==> config.mk <==
export PLATFORM = sky130hd
export DESIGN_NAME = i2c_reg_slave_flat
export DESIGN_NICKNAME = d
export VERILOG_FILES = /design/src/rtl/i2c_pkg.sv /design/src/rtl/i2c_reg_slave_if.sv /design/src/rtl/i2c_bus_cond.sv /design/src/rtl/i2c_reg_slave.sv /design/src/flat_wrapper.sv
export SDC_FILE = /design/constraint.sdc
export NUM_CORES = 1
export LEC_CHECK = 0
export BUFFER_PORTS_ARGS = -buffer_cell sky130_fd_sc_hd__clkbuf_2
export CORE_UTILIZATION = 45
export DETAILED_ROUTE_END_ITERATION = 7
export GPL_ROUTABILITY_DRIVEN = 1
export GPL_TIMING_DRIVEN = 0
export PLACE_DENSITY = 0.67
export REMOVE_ABC_BUFFERS = 1
export SLEW_MARGIN = 10
export SYNTH_ARGS = -nofsm -noshare
export SYNTH_HDL_FRONTEND = slang
export SYNTH_SLANG_ARGS = --single-unit
==> constraint.sdc <==
create_clock -name clk -period 3.5 [get_ports clk]
set_input_delay 0.35 -clock clk [delete_from_list [all_inputs] [get_ports clk]]
set_output_delay 0.35 -clock clk [all_outputs]
set_load 0.05 [all_outputs]
==> src/rtl/i2c_pkg.sv <==
// i2c_pkg: shared definitions for the I2C register target.
//   i2c_slv_state_t : target FSM state encoding (also exported for debug)
//   ACK_LVL/NACK_LVL: SDA line levels for acknowledge / not-acknowledge
package i2c_pkg;

  typedef enum logic [3:0] {
    ST_IDLE      = 4'd0,
    ST_ADDR      = 4'd1,
    ST_ADDR_ACK  = 4'd2,
    ST_PTR       = 4'd3,
    ST_PTR_ACK   = 4'd4,
    ST_WDATA     = 4'd5,
    ST_WDATA_ACK = 4'd6,
    ST_RDATA     = 4'd7,
    ST_RDATA_ACK = 4'd8,
    ST_WAIT_STOP = 4'd9
  } i2c_slv_state_t;

  localparam logic ACK_LVL  = 1'b0;
  localparam logic NACK_LVL = 1'b1;

endpackage

==> src/rtl/i2c_reg_slave_if.sv <==
// i2c_reg_slave_if: bus pads plus register port of the I2C register target.
//   scl_i, sda_i : pad inputs (asynchronous to clk)
//   sda_oe       : 1 pulls SDA low; the pad is open-drain with external pullup
//   reg_addr     : current register pointer (AW bits)
//   reg_wdata    : last received data byte
//   reg_wr_en    : write strobe
//   reg_rdata    : read data for reg_addr, combinational on the user side
//   busy         : high from an address match until the next STOP
//
// Register-port handshake: reg_wr_en is a single-cycle "valid" with no
// "ready" -- the user side must always accept it. reg_addr and reg_wdata
// are stable in the strobe cycle. Reads have no handshake: reg_rdata is
// sampled by the target whenever it loads a byte to transmit.
interface i2c_reg_slave_if #(
  parameter int AW = 4
) ();

  logic          scl_i;
  logic          sda_i;
  logic          sda_oe;
  logic [AW-1:0] reg_addr;
  logic [7:0]    reg_wdata;
  logic          reg_wr_en;
  logic [7:0]    reg_rdata;
  logic          busy;

  modport slave (
    input  scl_i, sda_i, reg_rdata,
    output sda_oe, reg_addr, reg_wdata, reg_wr_en, busy
  );

  modport master (
    output scl_i, sda_i, reg_rdata,
    input  sda_oe, reg_addr, reg_wdata, reg_wr_en, busy
  );

endinterface

==> src/rtl/i2c_bus_cond.sv <==
// i2c_bus_cond: SCL/SDA input conditioning.
//   clk, rst     : system clock, asynchronous active-low reset
//   scl_i, sda_i : raw pad inputs
//   scl_rise     : one-cycle pulse, SCL went 0->1
//   scl_fall     : one-cycle pulse, SCL went 1->0
//   start_det    : one-cycle pulse, SDA 1->0 while SCL high
//   stop_det     : one-cycle pulse, SDA 0->1 while SCL high
//   sda_bit      : SDA sample aligned with the pulses above
// Every output is registered, so a pad edge is seen 3 clk later.
module i2c_bus_cond (
  input  logic clk,
  input  logic rst,
  input  logic scl_i,
  input  logic sda_i,
  output logic scl_rise,
  output logic scl_fall,
  output logic start_det,
  output logic stop_det,
  output logic sda_bit
);

  logic scl_s1, scl_s2, scl_h;
  logic sda_s1, sda_s2, sda_h;

  // Synchronizers and history reset to 1 (idle bus) so leaving reset
  // never fabricates a START or STOP.
  always_ff @(posedge clk or negedge rst) begin
    if (!rst) begin
      scl_s1    <= 1'b1;
      scl_s2    <= 1'b1;
      scl_h     <= 1'b1;
      sda_s1    <= 1'b1;
      sda_s2    <= 1'b1;
      sda_h     <= 1'b1;
      scl_rise  <= 1'b0;
      scl_fall  <= 1'b0;
      start_det <= 1'b0;
      stop_det  <= 1'b0;
      sda_bit   <= 1'b1;
    end else begin
      scl_s1    <= scl_i;
      scl_s2    <= scl_s1;
      scl_h     <= scl_s2;
      sda_s1    <= sda_i;
      sda_s2    <= sda_s1;
      sda_h     <= sda_s2;
      scl_rise  <= scl_s2 & ~scl_h;
      scl_fall  <= ~scl_s2 & scl_h;
      // SCL must be high in both samples, so a START/STOP can never share
      // a cycle with an SCL edge.
      start_det <= scl_s2 & scl_h & sda_h & ~sda_s2;
      stop_det  <= scl_s2 & scl_h & ~sda_h & sda_s2;
      sda_bit   <= sda_s2;
    end
  end

endmodule

==> src/rtl/i2c_reg_slave.sv <==
// i2c_reg_slave: I2C target with 7-bit address, register pointer byte and
// auto-incrementing register reads/writes. Never clock-stretches.
//   SLAVE_ADDR : 7-bit bus address answered
//   AW         : register pointer width, pointer wraps modulo 2^AW
//   clk        : system clock, >= 16x SCL
//   rst        : asynchronous active-low reset
//   bus        : pads and register port (i2c_reg_slave_if.slave)
//   dbg_state  : current FSM state
import i2c_pkg::*;

module i2c_reg_slave #(
  parameter logic [6:0] SLAVE_ADDR = 7'h50,
  parameter int         AW         = 4
) (
  input  logic           clk,
  input  logic           rst,
  i2c_reg_slave_if.slave bus,
  output i2c_slv_state_t dbg_state
);

  logic scl_rise, scl_fall, start_det, stop_det, sda_bit;

  i2c_bus_cond u_cond (
    .clk       (clk),
    .rst       (rst),
    .scl_i     (bus.scl_i),
    .sda_i     (bus.sda_i),
    .scl_rise  (scl_rise),
    .scl_fall  (scl_fall),
    .start_det (start_det),
    .stop_det  (stop_det),
    .sda_bit   (sda_bit)
  );

  i2c_slv_state_t state;
  logic [7:0]     shreg;
  logic [2:0]     bit_cnt;
  logic [AW-1:0]  ptr;
  logic [7:0]     wdata_q;
  logic           wr_en_q;
  logic           sda_oe_q;
  logic           busy_q;

  // Byte as it stands once the bit sampled on this SCL rise is shifted in.
  logic [7:0] rx_byte;
  assign rx_byte = {shreg[6:0], sda_bit};

  // Receive states shift in on SCL rise; bit_cnt wraps 7->0 on the 8th bit.
  // Transmit uses shreg with the MSB already on the wire: the load stores
  // bits [6:0] left-aligned so shreg[7] is always the next bit to drive.
  // In the *_ACK states sda_oe itself tells the two falls apart: the first
  // fall drives the ACK, the second releases it.
  always_ff @(posedge clk or negedge rst) begin
    if (!rst) begin
      state    <= ST_IDLE;
      shreg    <= 8'h00;
      bit_cnt  <= 3'd0;
      ptr      <= '0;
      wdata_q  <= 8'h00;
      wr_en_q  <= 1'b0;
      sda_oe_q <= 1'b0;
      busy_q   <= 1'b0;
    end else begin
      wr_en_q <= 1'b0;
      if (stop_det) begin
        state    <= ST_IDLE;
        sda_oe_q <= 1'b0;
        busy_q   <= 1'b0;
        bit_cnt  <= 3'd0;
      end else if (start_det) begin
        // Pointer is kept so a repeated START reads from the written pointer.
        state    <= ST_ADDR;
        sda_oe_q <= 1'b0;
        bit_cnt  <= 3'd0;
      end else begin
        case (state)
          ST_IDLE: begin
          end

          ST_ADDR: begin
            if (scl_rise) begin
              shreg   <= rx_byte;
              bit_cnt <= bit_cnt + 3'd1;
              if (bit_cnt == 3'd7) begin
                if (rx_byte[7:1] == SLAVE_ADDR) begin
                  state  <= ST_ADDR_ACK;
                  busy_q <= 1'b1;
                end else begin
                  state <= ST_WAIT_STOP;
                end
              end
            end
          end

          ST_ADDR_ACK: begin
            if (scl_fall) begin
              bit_cnt <= 3'd0;
              if (!sda_oe_q) begin
                sda_oe_q <= 1'b1;
              end else if (shreg[0]) begin
                // Read: release ACK and put the first MSB on the same fall.
                shreg    <= {bus.reg_rdata[6:0], 1'b0};
                sda_oe_q <= ~bus.reg_rdata[7];
                state    <= ST_RDATA;
              end else begin
                sda_oe_q <= 1'b0;
                state    <= ST_PTR;
              end
            end
          end

          ST_PTR: begin
            if (scl_rise) begin
              shreg   <= rx_byte;
              bit_cnt <= bit_cnt + 3'd1;
              if (bit_cnt == 3'd7) begin
                ptr   <= rx_byte[AW-1:0];
                state <= ST_PTR_ACK;
              end
            end
          end

          ST_PTR_ACK: begin
            if (scl_fall) begin
              if (!sda_oe_q) begin
                sda_oe_q <= 1'b1;
              end else begin
                sda_oe_q <= 1'b0;
                bit_cnt  <= 3'd0;
                state    <= ST_WDATA;
              end
            end
          end

          ST_WDATA: begin
            if (scl_rise) begin
              shreg   <= rx_byte;
              bit_cnt <= bit_cnt + 3'd1;
              if (bit_cnt == 3'd7) begin
                wdata_q <= rx_byte;
                wr_en_q <= 1'b1;
                state   <= ST_WDATA_ACK;
              end
            end
          end

          ST_WDATA_ACK: begin
            if (scl_fall) begin
              if (!sda_oe_q) begin
                sda_oe_q <= 1'b1;
              end else begin
                sda_oe_q <= 1'b0;
                ptr      <= ptr + AW'(1);
                bit_cnt  <= 3'd0;
                state    <= ST_WDATA;
              end
            end
          end

          ST_RDATA: begin
            if (scl_fall) begin
              if (bit_cnt == 3'd7) begin
                sda_oe_q <= 1'b0;
                state    <= ST_RDATA_ACK;
              end else begin
                sda_oe_q <= ~shreg[7];
                shreg    <= {shreg[6:0], 1'b0};
                bit_cnt  <= bit_cnt + 3'd1;
              end
            end
          end

          ST_RDATA_ACK: begin
            // Entered on a fall, so the next event is the response rise;
            // a fall seen here always follows an ACK.
            if (scl_rise) begin
              if (sda_bit == ACK_LVL) begin
                ptr <= ptr + AW'(1);
              end else begin
                state <= ST_WAIT_STOP;
              end
            end else if (scl_fall) begin
              shreg    <= {bus.reg_rdata[6:0], 1'b0};
              sda_oe_q <= ~bus.reg_rdata[7];
              bit_cnt  <= 3'd0;
              state    <= ST_RDATA;
            end
          end

          ST_WAIT_STOP: begin
            sda_oe_q <= 1'b0;
          end

          default: begin
            state    <= ST_IDLE;
            sda_oe_q <= 1'b0;
          end
        endcase
      end
    end
  end

  assign bus.sda_oe    = sda_oe_q;
  assign bus.reg_addr  = ptr;
  assign bus.reg_wdata = wdata_q;
  assign bus.reg_wr_en = wr_en_q;
  assign bus.busy      = busy_q;
  assign dbg_state     = state;

endmodule
==> src/flat_wrapper.sv <==
// flat-port wrapper written by rule: the top's interface ports become plain ports
module i2c_reg_slave_flat 
#(
  parameter logic [6:0] SLAVE_ADDR = 7'h50,
  parameter int         AW         = 4
)
  (clk, rst, dbg_state, bus_scl_i, bus_sda_i, bus_reg_rdata, bus_sda_oe, bus_reg_addr, bus_reg_wdata, bus_reg_wr_en, bus_busy);
  i2c_reg_slave_if #(.AW(AW)) bus_i ();
  input  logic clk;
  input  logic rst;
  output i2c_slv_state_t dbg_state;
  input wire logic [$bits(bus_i.scl_i)-1:0] bus_scl_i;
  input wire logic [$bits(bus_i.sda_i)-1:0] bus_sda_i;
  input wire logic [$bits(bus_i.reg_rdata)-1:0] bus_reg_rdata;
  output wire logic [$bits(bus_i.sda_oe)-1:0] bus_sda_oe;
  output wire logic [$bits(bus_i.reg_addr)-1:0] bus_reg_addr;
  output wire logic [$bits(bus_i.reg_wdata)-1:0] bus_reg_wdata;
  output wire logic [$bits(bus_i.reg_wr_en)-1:0] bus_reg_wr_en;
  output wire logic [$bits(bus_i.busy)-1:0] bus_busy;
  assign bus_i.scl_i = bus_scl_i;
  assign bus_i.sda_i = bus_sda_i;
  assign bus_i.reg_rdata = bus_reg_rdata;
  assign bus_sda_oe = bus_i.sda_oe;
  assign bus_reg_addr = bus_i.reg_addr;
  assign bus_reg_wdata = bus_i.reg_wdata;
  assign bus_reg_wr_en = bus_i.reg_wr_en;
  assign bus_busy = bus_i.busy;
  i2c_reg_slave #(.SLAVE_ADDR(SLAVE_ADDR), .AW(AW)) u_core (.clk(clk), .rst(rst), .bus(bus_i), .dbg_state(dbg_state));
endmodule
==> reports/results.ini <==
[placed_design]
gp_congestion = 0.8524
hpwlAfterDp_mm = 3.293
numPortBuffers = 30

[timing]
worstMarginPinSlew_ps = 983.2
period_share = 0.8637
rsz0062_at_grt = no
drv_slew = 0
hold_viol_final = 0
finalSetupViolCount = 0
skew_ps = 9.379
fin_crit_ps = 3023
tns_ps = 0
fmax_ghz = 0.3308
slew_headroom = 0.3445
holdWs_ps = 130.9

[worst_setup_path]
path_max_fanout = 29
regToRegSetupSlack_ps = 480
critical_path_arrival_ps = 3210
critical_path_class = reg -> reg
end_kind = flop
start_kind = flop
cp.required_ps = 3680

[global_route]
grt_overflow = 0
grt_pass1_vias = 1608
grt_max_degree = 41
grt_first_pass_wirelength_mm = 8.052
grt_usage = 0.1953
antenna_found_initial = 0

[floorplan]
io_pins = 31
die-area_um2 = 5452
die_y_um = 73.84
core_area_um2 = 4848
die_w_um = 73.84
row_count = 25
start_util = 0.4790

[synth]
yosysWarnings = 0
ys_seq_elements = 40
synthFlopType = dfrtp_1
netlist_area_um2 = 2322
syn_inst = 231
synth_edf_count = 0
avgSynthCellArea_um2 = 10.05
async_reset_ff_frac = 1.000
synth_cell_types = 60
yosysSeqAreaShare = 0.4343

[clock_tree]
worstSkewPairLatency_ps = 290
cts_tree = done
ctsResizeCount = 0
cts_max_level = 2
cts_hold_buffers = 0
post_cts_buffers = 0
cts_buffer_depth = 2
cts_buffers = 5
cts.sinks = 40
clk_pin_slew_ps = 80
cts_root_buffer = clkbuf_8

[drt]
drt-total-wl_mm = 5.002
first_pass_iters = 4
vias = 1835
viasPerCell = 5.717
post_drt_wl_per_cell_um = 15.58
ant_nets = 0
drc = 0
drt_iter0_drc = 288

[pwr]
p_per_area_nw_per_um2 = 834.6
p_leak_nw = 1.168
irDropWorstVdd_uv = 358.0
totalPowerFinal_mw = 2.149

[cells_and_area]
nets = 268
mostFrequentLayoutCell = dfrtp_1
final_util = 0.5311
antenna_cells = 0
layout_common_cells = dfrtp_1 (34), clkbuf_2 (30), nand2_1 (29)
syn_to_final_growth_pct = 10.88
drive_above_1_share = 0.2795

[hold_path]
hold_class = in -> reg

[run]
drv_cap = 0

[status]
status = finished, final reports clean

==> power breakdown <==
| group | internal [mW] | switching [mW] | leakage (nW) |
|---|---|---|---|
| clock | 0.233 | 0.176 | 0.0614 |
| sequential | 0.564 | 0.222 | 0.514 |
| combinational | 0.386 | 0.568 | 0.592 |
==> kinds of logic (layout without fill, tap and decap cells) <==
family	Yosys count	after routing	share of synthesized area
AO/OA/AOI/OAI	54	54	0.1638
XOR/XNOR	1	1	0.003772
adder cells (fa/ha/maj)	3	3	0.01617
buffers and inverters	22	45	0.05550
flip-flops	40	40	0.4343
multiplexers	21	21	0.09914
AND/OR/NAND/NOR	90	90	0.2274
==> layer usage <==
layer	track usage	share of wire	vias up
li1	-	-	892
met1	0.3029	0.50	888
met2	0.2762	0.45	48
met3	0.03429	0.040	7
met4	0.05342	0.013	0
met5	0	0	-
==> final timing paths <==
path / from / endpoint / depth (start not counted)
setup / recovery: u_core.dbg_state[0] / u_core.shreg[1] / 5
hold / removal: bus_scl_i / u_core.u_cond.scl_s1 / 1
max in group asynchronous: rst / u_core.bus.reg_addr[3] / 1
min in group asynchronous: rst / u_core.dbg_state[1] / 1
hold reg to reg: u_core.u_cond.scl_s1 / u_core.u_cond.scl_s2 / 0
setup reg to reg: u_core.dbg_state[0] / u_core.shreg[1] / 5
==> critical path, stage by stage, from the launching register on <==
cell       delay (ps)
dfrtp_1           910
nor2b_2           690
a21oi_1           210
a2bb2oi_2         190
nor4_4            520
mux2_2            390
==> area by class of cell <==
cell class / instances / area [um^2]
clock buffers: 6 / 82.58
clock inverters: 2 / 38.79
fillers: 435 / 2273
inverters: 7 / 26.28
multi-input cells: 169 / 1185
flip-flops and latches: 40 / 1008
well taps: 67 / 83.83
repair buffers: 30 / 150.1
==> registers in the layout, indices dropped and copies added, names as in the netlist <==
| name | count |
|---|---|
| u_core.bus.busy | 1 |
| u_core.u_cond.scl_fall | 1 |
| u_core.u_cond.scl_h | 1 |
| u_core.bit_cnt | 3 |
| u_core.u_cond.scl_s2 | 1 |
| u_core.bus.reg_wdata | 8 |
| u_core.u_cond.stop_det | 1 |
| u_core.bus.sda_oe | 1 |
| u_core.bus.reg_wr_en | 1 |
| u_core.u_cond.sda_s2 | 1 |
| u_core.bus.reg_addr | 4 |
| u_core.shreg | 8 |
| u_core.dbg_state | 4 |
| u_core.u_cond.scl_rise | 1 |
| u_core.u_cond.sda_s1 | 1 |
| u_core.u_cond.sda_bit | 1 |
| u_core.u_cond.start_det | 1 |
| u_core.u_cond.scl_s1 | 1 |
==> cell usage after synthesis, types with 2 or more instances <==
library cell  instances  share of area
nor3b_1               7          0.023
o21ai_1               2         0.0043
nor3_1                4         0.0086
nor2b_1               7          0.019
a311oi_1              2         0.0075
ha_1                  3          0.016
buf_2                 4         0.0086
a211oi_1              2         0.0065
buf_4                 5          0.016
nand3_1               6          0.013
o211ai_1              3         0.0097
a21o_1                2         0.0065
nand2_1              29          0.047
inv_1                 7          0.011
o221ai_1              2         0.0075
a221oi_1              2         0.0075
o21ai_0              11          0.024
dfstp_2               6          0.068
dfrtp_1              34           0.37
buf_6                 3          0.015
o31ai_1               2         0.0065
nor2_1               10          0.016
nor4b_1               2         0.0075
nor4bb_1              2         0.0086
a21oi_1              12          0.026
mux2_2               16          0.078
and3_1                2         0.0054
nand3b_1              2         0.0065
mux2i_1               5          0.022
clkbuf_1              3         0.0048
nand2b_1              5          0.013
==> stage by stage <==
stage	cell area (um^2)	std cells	setup WS (ps)
floorplan	2220	216	704.8
global placement	2454	313	436.8
detailed placement	2454	313	488.7
CTS	2575	321	483.1
global route	2575	321	204.5
finish	2575	321	476.9
Note: power is estimated with default switching activity, not from simulation.
